File: src/rtl/cpu_pkg.sv
// Shared definitions for the microcoded processor: microaddress map, control word layout,
// ISA opcodes and the opcode-to-microroutine entry map.
package cpu_pkg;

   localparam int UA_W   = 8;
   localparam int CW_W   = 24;
   localparam int CTRL_W = 13;

   // Control word field positions
   localparam int CW_NEXT_LO  = 1;
   localparam int CW_NEXT_HI  = 8;
   localparam int CW_DISPATCH = 9;
   localparam int CW_CONDZ    = 10;
   localparam int CW_CTRL_LO  = 11;
   localparam int CW_CTRL_HI  = 23;

   typedef struct packed {
      logic [CTRL_W-1:0] ctrl;
      logic              condz;
      logic              dispatch;
      logic [UA_W-1:0]   next;
      logic              rsvd;
   } cw_t;

   typedef enum logic [1:0] {
      S_IDLE = 2'd0,
      S_RUN  = 2'd1,
      S_HALT = 2'd2
   } seq_state_t;

   // Microaddresses
   localparam logic [UA_W-1:0] FETCH1  = 8'h00;
   localparam logic [UA_W-1:0] FETCH2  = 8'h01;
   localparam logic [UA_W-1:0] FETCH3  = 8'h02;
   localparam logic [UA_W-1:0] FETCH4  = 8'h03;
   localparam logic [UA_W-1:0] LDAC1   = 8'h04;
   localparam logic [UA_W-1:0] STAC1   = 8'h0C;
   localparam logic [UA_W-1:0] MOVACR  = 8'h10;
   localparam logic [UA_W-1:0] ADD     = 8'h12;
   localparam logic [UA_W-1:0] JMPZ    = 8'h14;
   localparam logic [UA_W-1:0] JMPZN   = 8'h16;
   localparam logic [UA_W-1:0] LDLDAC1 = 8'h18;
   localparam logic [UA_W-1:0] STSTAC1 = 8'h1A;
   localparam logic [UA_W-1:0] NOP     = 8'h1D;
   localparam logic [UA_W-1:0] END     = 8'h1E;

   // ISA opcodes
   localparam logic [7:0] OP_NOP    = 8'h00;
   localparam logic [7:0] OP_LDAC   = 8'h01;
   localparam logic [7:0] OP_STAC   = 8'h02;
   localparam logic [7:0] OP_MOVACR = 8'h03;
   localparam logic [7:0] OP_ADD    = 8'h04;
   localparam logic [7:0] OP_JMPZ   = 8'h05;
   localparam logic [7:0] OP_JMPZN  = 8'h06;
   localparam logic [7:0] OP_END    = 8'h07;
   localparam logic [7:0] OP_LDLDAC = 8'h08;
   localparam logic [7:0] OP_STSTAC = 8'h09;

   function automatic logic [UA_W-1:0] op2entry(input logic [7:0] op,
                                                input logic [UA_W-1:0] nop_addr);
      case (op)
         OP_NOP:    op2entry = NOP;
         OP_LDAC:   op2entry = LDAC1;
         OP_STAC:   op2entry = STAC1;
         OP_MOVACR: op2entry = MOVACR;
         OP_ADD:    op2entry = ADD;
         OP_JMPZ:   op2entry = JMPZ;
         OP_JMPZN:  op2entry = JMPZN;
         OP_END:    op2entry = END;
         OP_LDLDAC: op2entry = LDLDAC1;
         OP_STSTAC: op2entry = STSTAC1;
         default:   op2entry = nop_addr;
      endcase
   endfunction

endpackage

File: src/rtl/micro_sequencer_if.sv
// Sequencer <-> control store / datapath bundle; master is the sequencer side.
// No handshake: every signal is valid each cycle, stall is the only hold-off.
interface micro_sequencer_if import cpu_pkg::*; #(parameter int CNT_W = 16);
   logic                start;
   logic                stall;
   logic [7:0]          ir_op;
   logic                z_flag;
   cw_t                 cw;
   logic [UA_W-1:0]     uaddr;
   logic [CTRL_W-1:0]   ctrl;
   logic                halted;
   logic [CNT_W-1:0]    instr_count;

   modport master (
      input  start, stall, ir_op, z_flag, cw,
      output uaddr, ctrl, halted, instr_count
   );

   modport slave (
      output start, stall, ir_op, z_flag, cw,
      input  uaddr, ctrl, halted, instr_count
   );
endinterface

File: src/rtl/micro_sequencer_dispatch_rom.sv
// Opcode -> microroutine entry address; purely combinational, zero latency.
// No backpressure; unmapped opcodes resolve to NOP_ADDR.
module dispatch_rom import cpu_pkg::*; #(
   parameter logic [UA_W-1:0] NOP_ADDR = NOP
) (
   input  logic [7:0]      op,
   output logic [UA_W-1:0] entry
);
   assign entry = op2entry(op, NOP_ADDR);
endmodule

File: src/rtl/micro_sequencer.sv
// Microprogram sequencer: registered uaddr, next address combinational from cw/ir_op/z (1 uinstr/clk).
// Backpressure: stall freezes uaddr, counter and state and forces ctrl low; stall beats halt detection.
module micro_sequencer import cpu_pkg::*; #(
   parameter logic [UA_W-1:0] RESET_ADDR = 8'h00,
   parameter logic [UA_W-1:0] NOP_ADDR   = 8'h1D,
   parameter int              CNT_W      = 16
) (
   input logic                clk,
   input logic                rst,
   micro_sequencer_if.master  bus
);

   seq_state_t       state, state_n;
   logic [UA_W-1:0]  uaddr_q, uaddr_n;
   logic [UA_W-1:0]  next_addr, disp_addr;
   logic [CNT_W-1:0] cnt_q, cnt_n;
   logic             run_go;
   logic             self_loop;

   dispatch_rom #(.NOP_ADDR(NOP_ADDR)) u_dispatch_rom (
      .op    (bus.ir_op),
      .entry (disp_addr)
   );

   always_comb begin
      if (bus.cw.dispatch) begin
         next_addr = disp_addr;
      end else if (bus.cw.condz) begin
         next_addr = {bus.z_flag, bus.cw.next[UA_W-2:0]};
      end else begin
         next_addr = bus.cw.next;
      end
   end

   // A plain jump to its own address is the END idiom
   assign self_loop = !bus.cw.dispatch && !bus.cw.condz && (bus.cw.next == uaddr_q);

   always_comb begin
      state_n = state;
      uaddr_n = uaddr_q;
      cnt_n   = cnt_q;
      run_go  = 1'b0;
      unique case (state)
         S_IDLE: begin
            uaddr_n = RESET_ADDR;
            if (bus.start) begin
               state_n = S_RUN;
            end
         end
         S_RUN: begin
            if (!bus.stall) begin
               run_go  = 1'b1;
               uaddr_n = next_addr;
               if (bus.cw.dispatch) begin
                  cnt_n = cnt_q + CNT_W'(1);
               end
               if (self_loop) begin
                  state_n = S_HALT;
               end
            end
         end
         S_HALT: ;
         default: state_n = S_IDLE;
      endcase
   end

   always_ff @(posedge clk or posedge rst) begin
      if (rst) begin
         state   <= S_IDLE;
         uaddr_q <= RESET_ADDR;
         cnt_q   <= '0;
      end else begin
         state   <= state_n;
         uaddr_q <= uaddr_n;
         cnt_q   <= cnt_n;
      end
   end

   assign bus.uaddr       = uaddr_q;
   assign bus.ctrl        = run_go ? bus.cw.ctrl : '0;
   assign bus.halted      = (state == S_HALT);
   assign bus.instr_count = cnt_q;

endmodule

File: src/flat_wrapper.sv
// flat-port wrapper written by rule: the top's interface ports become plain ports
module micro_sequencer_flat import cpu_pkg::*;
#(
   parameter logic [UA_W-1:0] RESET_ADDR = 8'h00,
   parameter logic [UA_W-1:0] NOP_ADDR   = 8'h1D,
   parameter int              CNT_W      = 16
)
  (clk, rst, bus_start, bus_stall, bus_ir_op, bus_z_flag, bus_cw, bus_uaddr, bus_ctrl, bus_halted, bus_instr_count);
  micro_sequencer_if #(.CNT_W(CNT_W)) bus_i ();
  input logic clk;
  input logic rst;
  input wire logic [$bits(bus_i.start)-1:0] bus_start;
  input wire logic [$bits(bus_i.stall)-1:0] bus_stall;
  input wire logic [$bits(bus_i.ir_op)-1:0] bus_ir_op;
  input wire logic [$bits(bus_i.z_flag)-1:0] bus_z_flag;
  input wire logic [$bits(bus_i.cw)-1:0] bus_cw;
  output wire logic [$bits(bus_i.uaddr)-1:0] bus_uaddr;
  output wire logic [$bits(bus_i.ctrl)-1:0] bus_ctrl;
  output wire logic [$bits(bus_i.halted)-1:0] bus_halted;
  output wire logic [$bits(bus_i.instr_count)-1:0] bus_instr_count;
  assign bus_i.start = bus_start;
  assign bus_i.stall = bus_stall;
  assign bus_i.ir_op = bus_ir_op;
  assign bus_i.z_flag = bus_z_flag;
  assign bus_i.cw = bus_cw;
  assign bus_uaddr = bus_i.uaddr;
  assign bus_ctrl = bus_i.ctrl;
  assign bus_halted = bus_i.halted;
  assign bus_instr_count = bus_i.instr_count;
  micro_sequencer #(.RESET_ADDR(RESET_ADDR), .NOP_ADDR(NOP_ADDR), .CNT_W(CNT_W)) u_core (.clk(clk), .rst(rst), .bus(bus_i));
endmodule
File: config.mk
export PLATFORM = sky130hd
export DESIGN_NAME = micro_sequencer_flat
export DESIGN_NICKNAME = d
export VERILOG_FILES = /design/src/rtl/cpu_pkg.sv /design/src/rtl/micro_sequencer_if.sv /design/src/rtl/micro_sequencer_dispatch_rom.sv /design/src/rtl/micro_sequencer.sv /design/src/flat_wrapper.sv
export SDC_FILE = /design/constraint.sdc
export NUM_CORES = 1
export LEC_CHECK = 0
export BUFFER_PORTS_ARGS = -buffer_cell sky130_fd_sc_hd__buf_2
export CAP_MARGIN = 40
export CORE_MARGIN = 3
export CORE_UTILIZATION = 46
export CTS_CLUSTER_SIZE = 28
export DETAILED_ROUTE_END_ITERATION = 10
export GPL_TIMING_DRIVEN = 0
export PLACE_DENSITY = 0.84
export SLEW_MARGIN = 20
export SYNTH_ARGS = -nofsm -noshare
export SYNTH_HDL_FRONTEND = slang
export SYNTH_SLANG_ARGS = --single-unit
File: constraint.sdc
create_clock -name clk -period 2.22 [get_ports clk]
set_clock_uncertainty 0.2 [all_clocks]
set_input_delay 0.111 -clock clk [delete_from_list [all_inputs] [get_ports clk]]
set_output_delay 0.111 -clock clk [all_outputs]
set_load 0.01 [all_outputs]
==> results.md <==
- 50.8% — sequential fraction of design power
- u_core.state[1] — reg-to-reg startpoint
- 49.2% — starting density of the core
- 19 — largest fanout on the critical path
- u_core.state[1] — launching element of the worst setup path
- 6150 um — global-route wire length before repair
- 9.99 um2 — syn avg cell area
- 291 — final layout net count
- 253 — fill count
- 20 — Row Count
- 0 — grt ovf
- 26 — total number of clock tree sinks
- 289 — number of standard cells in the final layout excluding fillers
- 20 — largest net degree at the start of global routing
- 4.89 — average via count per standard cell
- 0.00313 mm2 — area of the core
- 651 um2 — area taken by flip-flops and latches
- 383 uW — P_sw
- 154 — post-synthesis instance total
- 75 — top-level I/O count
- 2 — Clock Tree Buf Depth
- 0 — number of warnings reported in the yosys synthesis log
- 490 MHz — maximum achievable frequency
- 63.8 um — floorplan die height
- 40.4% — Area Growth Syn to Fin
- complete, no violations — result of the run
- 0 — DRC violation count after routing
- 199 — net count of the mapped netlist
- 3490 um — detailed-route wire length
- in -> reg — classification of the worst-slack hold path
- 19.6% — power share of the clock group
- 320 ps — Worst-Skew Late Latency
- 3 — Inserted Clock Buffers
- 0 — final number of setup-violating endpoints
- 0.00154 mm2 — total standard cell area after synthesis
- false — unrepaired setup endpoints after global routing
- 1 — Max H-tree Level
- 0 — max-slew violation total from the final report
- 563 ps — worst-margin pin slew
- 26 — register bit total from synthesis
- 140 ps — clock-pin slew on the worst setup and hold paths
- 18.5% — Overall Global Routing Usage
- 0.00408 mm2 — area of the die
- 12.1 um — Wirelength per Cell
- 0 — number of maximum-capacitance violations
- 0 — number of antenna-violating nets in the routed design
- flop — kind of start point of the critical path
- 0 — initial antenna violation count
- 0 — number of antenna diodes
- 46 — Iteration-0 DRC Markers
- 0.00112 uW — Leak
- 62.5% — Slew headroom
- 2780 um — total half-perimeter wirelength after legalization and detailed placement
- 827 uW — P_int
- 72 — count of input and output buffers
- 42.3% — share of synthesized area occupied by flip-flops and latches
- 1414 — detailed-route via count
- flop — crit end category
- reg -> reg — type of the setup path with the least slack
- 0 ps — sum of negative setup slack
- clkbuf_4 — Root Driver
- 2040 ps — crit path time final
- 1355 — via count of the first global-routing pass
- 33 — number of distinct standard cells referenced by the synthesized netlist
- 91.9% — final cycle utilization of the critical path
- 271 — dpl cells
- 2110 ps — data arrival time of the worst path
- yes — TritonCTS clock tree
- 852 um2 — area of combinational cells with multiple inputs
- 2290 ps — required time at the worst-slack endpoint
- 4 — number of search-and-repair iterations in the first detailed-routing pass
- 0.261 mV — VDD IR-drop max
- 0 — hold violation count in the final report
- 63.8 um — Die Width
- bus_cw[2] — worst hold start
- 0.764 — placer congestion estimate
- 31.7% — Net Sw Frac
- 560 mW/mm2 — pwr dens
- 33.5% — share of cells above drive strength 1
- 29.6% — combinational fraction of design power
[synthesized netlist by cell type]
master,instances,area share [%]
nand4bb_1,1,0.73
xor2_1,9,5.1
o21ai_1,8,2.6
nand3b_1,1,0.49
nand3_1,7,2.3
o22ai_1,2,0.81
nor4b_1,1,0.57
dfrtp_1,26,42
a21oi_1,2,0.65
nor4_4,1,1.4
or3b_4,1,0.73
nand2b_1,3,1.2
a21o_1,2,0.98
mux2_1,2,1.5
nor2b_1,4,1.6
nand4_1,2,0.81
o21bai_1,1,0.49
nor3b_1,2,0.98
nor4b_2,1,0.98
o2111a_1,1,0.73
nor3_1,2,0.65
and3_1,3,1.2
and4_1,1,0.57
clkbuf_1,4,0.98
xnor2_1,14,8.0
a2bb2oi_1,1,0.57
nand2_1,11,2.7
a22o_1,4,2.3
inv_1,7,1.7
nor4_1,3,1.2
nor2_1,6,1.5
and2_1,13,5.3
ha_1,8,6.5
[path summary, 6_finish.rpt]
kind / endpoint / slack [ps] / depth (start not counted)
max: u_core.bus.uaddr[4] / 180 / 5
min: u_core.bus.uaddr[1] / 3 / 4
max reg2reg: u_core.bus.uaddr[4] / 180 / 5
min reg2reg: u_core.bus.instr_count[15] / 280 / 1
max in group asynchronous: u_core.bus.instr_count[0] / 1180 / 4
min in group asynchronous: u_core.bus.uaddr[1] / 160 / 3
[through the flow]
| stage | hold slack [ps] | worst slack [ps] | power, uW | cell area (um2) | utilization [%] |
|---|---|---|---|---|---|
| 6_report | 3.24 | 179 | 1210 | 2160 | 69.1 |
| 5_1_grt | 25.3 | 42.6 | 1300 | 2160 | 69.1 |
| 4_1_cts | 4.02 | 117 | 1210 | 2160 | 68.9 |
| 3_5_place_dp | -13.5 | 230 | 959 | 1970 | 63.0 |
| 3_3_place_gp | 154 | 256 | 947 | 1950 | 62.5 |
| 2_1_floorplan | -49.0 | 499 | 804 | 1540 | - |
[critical path: stages, from the launching register on]
cell and delay (ps):
dfrtp_1 480, nor3b_2 240, clkbuf_4 260, o21ai_1 90, o21ai_1 140, dlygate4sd3_1 570
[power groups by stage]
stage / registers, uW / clock network (uW) / logic, uW
after CTS: 613 / 240 / 362
final: 615 / 238 / 358
after global placement: 619 / 0 / 328
after detailed placement: 621 / 0 / 338
after global routing: 630 / 267 / 403
after floorplan: 642 / 0 / 162
[state kept, by name (all words and copies together), names as in the netlist]
signal,flops
u_core.bus.instr_count,16
u_core.state,2
u_core.bus.uaddr,8
[layer usage]
layer	vias to the layer above	wire length (um)	GRT usage, %
met1	635	1530	24.7
li1	712	-	-
met4	0	24	4.04
met5	-	0	0
met2	63	1670	31.2
met3	4	276	3.34
[cell families after synthesis]
family	after synthesis	share of synthesized area, %
and+or+nand+nor	63	24.9
DFF	26	42.3
xor gates and xnor gates	23	13.1
AOI/OAI and AO/OA	21	9.11
buffers and inverters	11	2.68
adders and majority gates	8	6.50
muxes	2	1.46
[timing repair]
action,CTS,global route
hold buffers,15,0
resized for setup,2,1
buffers inserted,0,0
setup endpoints to repair,10,2
pin swaps,0,0
endpoints found under the hold margin,24,0
[cell usage in the layout (no fill, tap or decap), types with 3 or more instances in the layout]
cell type	n
buf_2	72
dfrtp_1	26
dlygate4sd3_1	15
xnor2_1	14
and2_1	13
nand2_1	11
xor2_1	9
o21ai_1	8
ha_1	8
nand3_1	7
inv_1	7
nor2_1	6
clkbuf_4	4
nor2b_1	4
a22o_1	4
and3_1	3
nor4_1	3
nand2b_1	3
[cell type report]
cell class | count | share of cell area, %
clock buffers | 4 | 1.68
inverters | 7 | 1.22
repair buffers | 88 | 24.3
well taps | 44 | 2.55
plain buffers | 3 | 0.695
flip-flops and latches | 26 | 30.1
multi-input cells | 117 | 39.4
Power figures use the tool's default switching activity.
